[config.mk]
export PLATFORM = sky130hd
export DESIGN_NAME = dac_sequencer
export DESIGN_NICKNAME = d
export VERILOG_FILES = /design/src/rtl/dac_sequencer_pkg.sv /design/src/rtl/dac_sequencer_rr_arbiter.sv /design/src/rtl/dac_sequencer.sv
export SDC_FILE = /design/constraint.sdc
export NUM_CORES = 1
export LEC_CHECK = 0
export ABC_AREA = 1
export CORE_AREA = 3 3 65 91
export DETAILED_ROUTE_END_ITERATION = 16
export DIE_AREA = 0 0 68 94
export GPL_TIMING_DRIVEN = 0
export PLACE_DENSITY = 0.67
export SLEW_MARGIN = 15
export SYNTH_ARGS = -nofsm -noshare
export SYNTH_HDL_FRONTEND = slang
export SYNTH_SLANG_ARGS = --single-unit
[constraint.sdc]
create_clock -name clk -period 6.1 [get_ports clk]
set_input_delay 1.22 -clock clk [delete_from_list [all_inputs] [get_ports clk]]
set_output_delay 1.22 -clock clk [all_outputs]
set_load 0.01 [all_outputs]
[src/rtl/dac_sequencer_pkg.sv]
// Shared types and helpers for the DAC sequencer slice.
package dac_seq_pkg;

  // Controller state: waiting for a request, or holding a code while the DAC settles
  typedef enum logic {
    IDLE = 1'b0,
    HOLD = 1'b1
  } state_t;

  // Default DAC code width
  localparam int DAC_DATA_W = 10;

  // Width of a counter that must hold values 0..settle_cycles
  function automatic int cnt_width(input int settle_cycles);
    return $clog2(settle_cycles + 1);
  endfunction

endpackage

[src/rtl/dac_sequencer_rr_arbiter.sv]
// Combinational round-robin arbiter: the search starts one past the last
// granted channel and wraps, so the most recently served channel has lowest priority.
module rr_arbiter #(
  parameter int NUM_CH = 4,
  parameter int IDX_W  = $clog2(NUM_CH)
) (
  input  logic [NUM_CH-1:0] req,
  input  logic [IDX_W-1:0]  last_grant,
  input  logic              enable,
  output logic [NUM_CH-1:0] grant,
  output logic [IDX_W-1:0]  grant_idx,
  output logic              any_grant
);

  // Walk the channels in rotated order and take the first requester
  always_comb begin
    int idx;
    idx       = 0;
    grant     = '0;
    grant_idx = '0;
    any_grant = 1'b0;
    if (enable) begin
      for (int off = 1; off <= NUM_CH; off++) begin
        idx = (int'(last_grant) + off) % NUM_CH;
        if (!any_grant && req[idx]) begin
          grant[idx] = 1'b1;
          grant_idx  = IDX_W'(idx);
          any_grant  = 1'b1;
        end
      end
    end
  end

endmodule

[src/rtl/dac_sequencer.sv]
// Time-multiplexes a single DAC between NUM_CH requesting channels.
// A round-robin winner's code is latched, strobed into the DAC with dac_load,
// and held for SETTLE_CYCLES before the next channel can be served.
// Optional feature: define DAC_CODE_CLAMP_EN to clamp latched codes into
// [CODE_MIN, CODE_MAX] and report clamping on clamp_hit.
module dac_sequencer
  import dac_seq_pkg::*;
#(
  parameter int NUM_CH        = 4,
  parameter int DATA_W        = DAC_DATA_W,
  parameter int SETTLE_CYCLES = 8,
  parameter int CODE_MIN      = 0,
  parameter int CODE_MAX      = 1023
) (
  input  logic                       clk,
  input  logic                       rst,
  input  logic [NUM_CH-1:0]          req_valid,
  input  logic [NUM_CH*DATA_W-1:0]   req_code,
  output logic [NUM_CH-1:0]          req_ready,
  output logic [DATA_W-1:0]          dac_code,
  output logic                       dac_load,
  output logic [$clog2(NUM_CH)-1:0]  mux_sel,
  output logic                       busy,
  output logic                       settled,
  output logic                       clamp_hit
);

  localparam int IDX_W = $clog2(NUM_CH);
  localparam int CNT_W = cnt_width(SETTLE_CYCLES);

  state_t             state;
  logic [CNT_W-1:0]   cnt;
  logic [IDX_W-1:0]   last_grant;
  logic [NUM_CH-1:0]  grant;
  logic [IDX_W-1:0]   grant_idx;
  logic               any_grant;
  logic               arb_enable;
  logic [DATA_W-1:0]  code_raw;
  logic [DATA_W-1:0]  code_latched;
  logic               code_clamped;

  // Requests are only offered while idle and never while reset is held
  assign arb_enable = (state == IDLE) && !rst;

  rr_arbiter #(
    .NUM_CH (NUM_CH),
    .IDX_W  (IDX_W)
  ) u_arbiter (
    .req        (req_valid),
    .last_grant (last_grant),
    .enable     (arb_enable),
    .grant      (grant),
    .grant_idx  (grant_idx),
    .any_grant  (any_grant)
  );

  assign req_ready = grant;
  assign code_raw  = req_code[grant_idx*DATA_W +: DATA_W];

`ifdef DAC_CODE_CLAMP_EN
  localparam logic [DATA_W-1:0] CODE_LO = DATA_W'(CODE_MIN);
  localparam logic [DATA_W-1:0] CODE_HI = DATA_W'(CODE_MAX);

  // Saturate the winning code into the allowed window and flag when it moved
  always_comb begin
    code_latched = code_raw;
    code_clamped = 1'b0;
    if (code_raw < CODE_LO) begin
      code_latched = CODE_LO;
      code_clamped = 1'b1;
    end else if (code_raw > CODE_HI) begin
      code_latched = CODE_HI;
      code_clamped = 1'b1;
    end
  end
`else
  logic unused_clamp_params;

  // Without clamping the raw code goes straight through and the limits are unused
  assign code_latched        = code_raw;
  assign code_clamped        = 1'b0;
  assign unused_clamp_params = (CODE_MIN > CODE_MAX);
`endif

  // Busy and settled are decoded from the hold window
  assign busy    = (state == HOLD);
  assign settled = (state == HOLD) && (cnt == CNT_W'(1));

  // Sequencer FSM: accept one request, load it, then hold for the settle window
  always_ff @(posedge clk or posedge rst) begin
    if (rst) begin
      state      <= IDLE;
      cnt        <= '0;
      last_grant <= IDX_W'(NUM_CH - 1);
      dac_code   <= '0;
      mux_sel    <= '0;
      dac_load   <= 1'b0;
      clamp_hit  <= 1'b0;
    end else begin
      dac_load  <= 1'b0;
      clamp_hit <= 1'b0;
      case (state)
        IDLE: begin
          if (any_grant) begin
            dac_code   <= code_latched;
            mux_sel    <= grant_idx;
            last_grant <= grant_idx;
            dac_load   <= 1'b1;
            clamp_hit  <= code_clamped;
            cnt        <= CNT_W'(SETTLE_CYCLES);
            state      <= HOLD;
          end
        end
        HOLD: begin
          cnt <= cnt - CNT_W'(1);
          if (cnt == CNT_W'(1)) begin
            state <= IDLE;
          end
        end
        default: state <= IDLE;
      endcase
    end
  end

endmodule

# == Yosys cells after proc, flatten, opt, wreduce, memory -nomap -nowiden ==
# Cells that the tools add are included.
# W data, S select, Z words.
# op_classes
addsub,5
multipliers,1
order_cmp,8
eq_ne,2
n_shift,1
n_mux,47
n_bitwise,8
reduce_logical,18
# ops
cell,n
$shiftx A40 B7 Y10,1
$mux W4,9
$mux W1,23
$lt A3 B4 Y1 const B,4
$ge A3 B1 Y1 const B,4
$or A4 B4 Y4,3
$mux W2,5
$logic_and A1 B1 Y1,9
$bmux W1 S2,4
$demux W1 S2,4
$pmux W4 S2,1
$reduce_or A2 Y1,4
$mul A2 B3 Y5 const B,1
$add A2 B1 Y2 const B,2
$add A2 B2 Y2 const B,2
$and A1 B1 Y1 const A,4
$eq A4 B1 Y1 const B,1
$logic_not A1 Y1,4
$sub A4 B1 Y4 const B,1
$ne A2 B2 Y1 const B,1
$pmux W1 S2,1
$reduce_and A2 Y1,1
$not A1 Y1,1
# totals
reg_bits,20
out_inout_bits,20
elab_cells,96

# == Longest topological paths before layout ==
# depth
ltp_word,22
mapped_depth,16

# == Hierarchy ==
# From an unflattened synthesis, not the netlist that was laid out.
# hier_totals
cells_unflattened,297
hier_area_um2,1826.8
# by_module_without_submodules
mod,n_inst,cells_per_inst,area_each_um2,seq_area_each_um2
dac_sequencer,1,206,1307.5,503.0
rr_arbiter,1,91,519.2,0.0

# == Worst setup path before layout ==
# No wires, ideal clock.
# synth_path
path_kind,input -> output
from,input port req_valid[2]
to,output port req_ready[0]
arrival_time_ps,2086
path_slack_ps,2794
cell_stages,9
n_path_buf,0
path_cell_list,inv_1 -> nand2_1 -> nand3_2 -> nand2_4 -> nor2_4 -> nand4_4 -> o21ai_0 -> nand2_1 -> inv_1
# synth_between
elab_chain_len,17
word_cells_on_any_way,35
classes_between,mux (26); bitwise (3); reduce/logical (6)
# synth_rtl
item,line_no,text
start: declaration,dac_sequencer.sv:17,"input logic [NUM_CH-1:0] req_valid,"
$bmux W1 S2,dac_sequencer_rr_arbiter.sv:25,if (!any_grant && req[idx]) begin
$mux W1 (implied by the code) (2 in series),dac_sequencer_rr_arbiter.sv:25,
$mux W1,dac_sequencer_rr_arbiter.sv:25,
$mux W1,dac_sequencer_rr_arbiter.sv:22,if (enable) begin
$logic_not A1 Y1,dac_sequencer_rr_arbiter.sv:25,
$logic_and A1 B1 Y1,dac_sequencer_rr_arbiter.sv:25,
$mux W1,dac_sequencer_rr_arbiter.sv:25,
$mux W1,dac_sequencer_rr_arbiter.sv:22,
$logic_not A1 Y1,dac_sequencer_rr_arbiter.sv:25,
$logic_and A1 B1 Y1,dac_sequencer_rr_arbiter.sv:25,
$mux W1,dac_sequencer_rr_arbiter.sv:25,
$mux W1,dac_sequencer_rr_arbiter.sv:22,
$logic_not A1 Y1,dac_sequencer_rr_arbiter.sv:25,
$logic_and A1 B1 Y1,dac_sequencer_rr_arbiter.sv:25,
$mux W4 *,dac_sequencer_rr_arbiter.sv:25,
$mux W4 *,dac_sequencer_rr_arbiter.sv:22,
end: declaration,dac_sequencer.sv:19,"output logic [NUM_CH-1:0] req_ready,"
# Mark *: on every way between the ends. The rest lies on a longest branch, timed or not. The select of a mux whose other input is x is not followed.

# == Worst setup path after layout ==
# layout_path
from,input port req_valid[1]
to,output port req_ready[0]
# Same word-level chain as after synthesis.

==> results by group <==
Run status
  – Run status: finished clean

Timing
  – Final Max Tran Viols: 0
  – Rel. slew slack: 47.14%
  – RSZ-0062 raised after global routing: no
  – Post-route worst setup slack: around 1.6 ns
  – Period utilization: about 74%
  – Final min period: 4.510 ns
  – Clock skew: 0.003275 ns
  – Worst hold slack: between 0.4 and 0.5 ns
  – Tightest Pin Transition: 0.7921 ns
  – Final Hold Violating Endpoints: 0
  – Final setup violation count: 0
  – Peak Freq: 221.7 MHz
  – Setup_tns: 0 ns

Logic synthesis
  – Ys Warns: 0
  – #FFs+latches synth: 20
  – Post-synth ARST share: 100.0%
  – Library cells used by synthesis: 31
  – Seq/Total Area, Yosys: between 20 and 30%
  – Post-synth EDFFs: 0
  – Syn nets: 310
  – Syn_area_per_cell: 6.946 sq um
  – Ys flop type: dfrtp_1
  – Synthesized area: 0.001764 sq mm
  – Cell count after synthesis: 254

Die
  – Die area: around 0.0064 sq mm
  – Die Ht: 94 um
  – Initial core utilization: 33.94%
  – Die width: 68 um
  – Core area: about 0.0052 sq mm
  – IO Pins: between 60 and 70
  – Row Count: 31

Cells and area
  – Finished Layout Cells: 388
  – Final Util: 49.23%
  – Layout area overhead: 45.04%
  – Most common cell after layout, fill and taps aside: nand2_1
  – Antenna Cells: 0
  – Commonest non-fill, non-tap cells in the layout: 80 x nand2_1, 64 x clkdlybuf4s50_1, 60 x nand3_1
  – Final nets: 379
  – Layout cell share with drive strength beyond 1: a little under an eighth
  – Fill cell total of the finished layout: 539
  – Design area: 0.002559 sq mm

Setup path
  – CP cell instances: clkdlybuf4s50_1 -> nand2_1 -> nand3_1 -> nand2_1 -> nor2_1 -> nand2_1 -> o21ai_0 -> a21oi_1 -> o21ai_0 -> nand2_1 -> inv_1 -> clkdlybuf4s50_1
  – CP max stage delay: 0.55 ns
  – Setup slack, reg-to-reg: ~3.5 ns
  – Critical path arrival: 3.29 ns
  – Crit path capture type: output port
  – CP Max Fanout: 4
  – WP data required: 4.88 ns
  – Worst Setup Path Type: in -> out
  – Crit-path slowest cell: clkdlybuf4s50_1
  – Worst r2r src: last_grant[1]
  – Worst r2r path cells: 11
  – Reg2reg end: dac_code[3]
  – Most frequent CP cell: nand2_1
  – CP startpoint kind: primary input

Clocking
  – CTS HTree Levels: 1
  – CTS Buffer Depth: 2
  – Root buf cell: clkbuf_8
  – Post-CTS sizing: 0
  – Hold_buf cts: 0
  – # clock sinks: 20
  – Worst-path clk slew: 0.08 ns
  – Postcts setup bufs: 0
  – CTS Buf Count: 3
  – Worst skew pair latency: 0.26 ns
  – CTS tree: built

Pwr
  – Comb pwr share: 69.9%
  – Final Total Pwr: 1.265 mW
  – Clk pwr share: 10.6%
  – Peak supply drop: roughly 0.21 mV
  – Flop pwr share: between 10% and 20%
  – P_leak: 1.274 nW
  – Internal cell power: between 0.6 and 0.7 mW
  – Switching part of the total: 49.47%
  – Power per Cell Area: ~500 mW/mm^2
  – NetSw: 0.6256 mW

Detailed routing
  – Routed vias: 1870
  – DRT iter0 DRCs: 84
  – DR pass1 iterations: 4
  – DRC violations left: 0
  – DR WL/cell: 12.23 um
  – Total length of routed wires: approximately 4.7 mm
  – Drt via density: ~4.8
  – ANT nets after route: 0

GRT
  – First-pass GRT wire length: 7.845 mm
  – GRT Total Usage: 15.73%
  – Largest net degree at the start of global routing: 21
  – Initial antenna violation count: 0
  – Gr ovfl total: 0
  – Vias in the first global route: ~1.7k

Placed design
  – PortBufs: 64
  – DP HPWL: 3.819 mm
  – DP Cell Count: 384
  – Pre-CTS WS: 1.589 ns
  – Routability cong.: slightly above 0.8
  – DP Area: approximately 0.0025 sq mm

Hold path
  – WHS Endpoint: dac_code[5]
  – Hold Path Origin: dac_code[5]
  – Hold crit path type: reg -> reg
  – Number of cells on the worst hold path: 2

Flow run
  – Total of max-cap violations: 0
cell usage after synthesis, types with 2 or more instances:
master | n | area share (%)
nand2_1 | 80 | 17
nand3_1 | 60 | 17
inv_1 | 24 | 5.1
dfrtp_1 | 18 | 26
ha_1 | 10 | 7.1
o21ai_0 | 8 | 2.3
nand2_2 | 7 | 2.5
nor2_1 | 6 | 1.3
buf_4 | 5 | 2.1
nand2_4 | 5 | 3.2
a22oi_1 | 3 | 1.3
buf_6 | 3 | 1.9
nand3_2 | 3 | 1.7
a21oi_1 | 2 | 0.57
buf_2 | 2 | 0.57
dfstp_2 | 2 | 3.0
o22ai_1 | 2 | 0.71
cell families after synthesis:
| group | Yosys count | share of synthesized area [%] |
|---|---|---|
| AOI/OAI and AO/OA | 18 | 6.454 |
| buffers and inverters | 37 | 10.78 |
| adders and majority gates | 10 | 7.092 |
| other | 1 | 0.2126 |
| and+or+nand+nor | 166 | 45.96 |
| DFF | 20 | 28.51 |
| xor gates and xnor gates | 2 | 0.9931 |
area by class of cell:
type                       instances  area (sq um)  area share, %
tap                               66         82.58          3.227
sequential                        20         503.0          19.66
timing repair buffer              64         640.6          25.04
buffer                            10         81.33          3.178
inverter                          27         108.9          4.254
clock buffer                       3         41.29          1.614
clock inverter                     1         30.03          1.174
multi-input combinational        197          1071          41.86
sequential cells by signal (all words and copies together) (netlist names):
| register | cells |
|---|---|
| dac_code | 10 |
| cnt | 4 |
| last_grant | 2 |
| mux_sel | 2 |
| busy | 1 |
| dac_load | 1 |
worst max path at each step:
stage | from | to | slack [ns]
2_1_floorplan | req_valid[2] | req_ready[0] | 2.79
3_3_place_gp | req_valid[1] | req_ready[0] | 1.61
3_5_place_dp | req_valid[1] | req_ready[0] | 1.59
4_1_cts | req_valid[1] | req_ready[0] | 1.58
5_1_grt | req_valid[1] | req_ready[0] | 1.31
6_report | req_valid[1] | req_ready[0] | 1.59
worst max-delay path, delay by kind of cell:
family / cells / cell delay, ns
and+or+nand+nor: 6 / 0.71
AOI/OAI and AO/OA: 3 / 0.23
buffers and inverters: 3 / 1.14
power by group through the flow:
stage / clock network (mW) / logic [mW] / registers, mW
after floorplan: 0 / 0.599 / 0.261
after global placement: 0 / 0.879 / 0.248
after detailed placement: 0 / 0.884 / 0.249
after CTS: 0.135 / 0.887 / 0.247
after global routing: 0.141 / 0.979 / 0.256
final: 0.134 / 0.884 / 0.247
layer usage:
metal  vias up  track usage (%)  share of wire (%)
met3         6            3.114                5.7
met1       849            19.66                 44
li1        963                -                  -
met5         -                0                  0
met2        52            26.39                 49
met4         0            5.141                1.6
(Power assumes the default switching activity.)
==> edit: new RTL, same settings <==
The option `DAC_CODE_CLAMP_EN` is turned on by a define.
--- a/src/rtl/dac_sequencer.sv
+++ b/src/rtl/dac_sequencer.sv
@@ -4,4 +4,6 @@
 // Optional feature: define DAC_CODE_CLAMP_EN to clamp latched codes into
 // [CODE_MIN, CODE_MAX] and report clamping on clamp_hit.
+`define DAC_CODE_CLAMP_EN
+
 module dac_sequencer
   import dac_seq_pkg::*;
Check against the original RTL: same outputs for any inputs over 4 cycles, from zero or initial values and one cycle with rst high; that may be too few to reach the edited logic, so the function may still have changed.
==> edit against the unedited design <==
  * Clock power is 30% lower
  * Wire length is 6.0% higher
  * Cell area hardly changed
  * Power is 4.7% lower
  * Sequential cell count is 1 higher
  * Setup slack better by 18 ps
  * Hold slack better by 1.2 ps
  * Synthesized area is 0.64% higher
  * Register-to-register slack worse by 40 ps
  * Non-clock buffer count stayed put
  * Critical path type unchanged
  * Highest routed layer unchanged
==> edit: results (changes against the unedited design) <==
| Metric | Value |
|---|---|
| Outcome | `finished clean` |
| Mapped Cells | `256 (+0.79%)` |
| Worst Tran Pin Value | `795 ps (+2.52 ps)` |
| Inserted Diodes | `0 (unchanged)` |
| Ys flop type | `dfrtp_1` |
| Largest regs | `dac_code x10, cnt x4` |
| Vias per cell | `4.79 (-0.66%)` |
| VDD IR max | `0.000263 V (+26%)` |
| Largest net degree at the start of global routing | `22 (+4.8%)` |
| Yosys cell types | `30 (-3.2%)` |
| Nets | `382 (+0.79%)` |
| Slowest-stage cell, CP | `clkdlybuf4s50_1` |
| Setup WS pre-CTS | `1610 ps (+19.9 ps)` |
| R2r setup slk | `3470 ps (-40 ps)` |
| RR Startpoint | `last_grant[0]` |
| DP Cell Count | `387 (+0.78%)` |
| GP Congestion | `0.819 (-1.2%)` |
| Register area share after synthesis | `29.7% (+1.2 points)` |
| Top cells by area, synth | `dfrtp_1, nand2_1, nand3_1` |
| Final min period | `4490 ps (-18.2 ps)` |
| CTS H-tree depth | `1 (unchanged)` |
| Final wirelength | `5030 um (+6.0%)` |
| Vias in the first global route | `1801 (+4.2%)` |
| Yosys Warn Count | `0 (unchanged)` |
| PortBufs | `65 (+1.6%)` |
| Post-DP Area | `2510 um2 (+0.86%)` |
| CTS root buf | `clkbuf_8` |
| Synth cell count leaders | `nand2_1, nand3_1, inv_1, o21ai_0, dfrtp_1` |
| Skew final | `1.52 ps (-1.76 ps)` |
| PostCTS Resize Cnt | `0 (unchanged)` |
| First-pass GRT wire length | `8200 um (+4.6%)` |
| Post-DP HPWL | `3910 um (+2.5%)` |
| All-layer global routing usage | `16.7% (+0.96 points)` |
| Initial DRC Count | `88 (+4.8%)` |
| Leak | `1.24 nW (-2.8%)` |
| DR vias | `1872 (+0.11%)` |
| Mapped Nets | `312 (+0.65%)` |
| R2r endpoint | `dac_code[4]` |
| Max clock buf depth | `2 (unchanged)` |
| CP Launch Point | `req_valid[1]` |
| Critical Path Sink | `req_ready[2]` |
| Delay-heaviest family, CP | `buffers and inverters` |
| FF-to-FF path depth | `14 (+3)` |
| Share of layout cells above drive strength 1 | `10.8% (-1.0 points)` |
[edit: logic make-up (layout without fill, tap and decap cells)]
kind of cell | count (synthesis) | after routing | synth area share (%)
XOR/XNOR | 1 | 1 | 0.493
AO/OA/AOI/OAI | 33 | 33 | 10.4
other | 1 | 1 | 0.211
AND/OR/NAND/NOR | 153 | 153 | 41.4
adder cells (fa/ha/maj) | 10 | 10 | 7.05
buffers and inverters | 37 | 106 | 10.7
flip-flops | 21 | 21 | 29.7
[edit: worst min-delay path by stage]
| stage | slack, ps | to | startpoint | depth (start not counted) |
|---|---|---|---|---|
| final | 490 | dac_code[6] | dac_code[6] | 2 |
| after CTS | 490 | dac_code[4] | dac_code[4] | 2 |
| after global routing | 510 | mux_sel[1] | mux_sel[1] | 2 |
| after detailed placement | 470 | dac_code[6] | dac_code[6] | 2 |
| after floorplan | 480 | cnt[2] | cnt[2] | 1 |
| after global placement | 460 | dac_code[7] | dac_code[7] | 2 |
[edit: metal layers]
layer / part of all wire (%) / GRT usage [%]
met1: 41 / 19.2
met2: 51 / 28.8
met3: 5.0 / 2.75
met4: 3.0 / 8.29
met5: 0 / 0
[edit: area by class of cell]
cell class                 instances  area [um2]
buffer                             9        77.6
clock buffer                       3        41.3
clock inverter                     1        7.51
fill                             559        2640
inverter                          28         113
multi-input combinational        198        1060
sequential                        21         528
tap                               66        82.6
timing repair buffer              65         651
[edit: report_power, final]
group,switching [mW],internal (mW)
Sequential,0.0445,0.208
Combinational,0.517,0.341
Clock,0.0482,0.0461
Total,0.609,0.596
[edit: worst min-delay path: cells and delay by family (launching register included)]
kind	cells	cell delay, ps
flops	1	350
simple gates	2	100
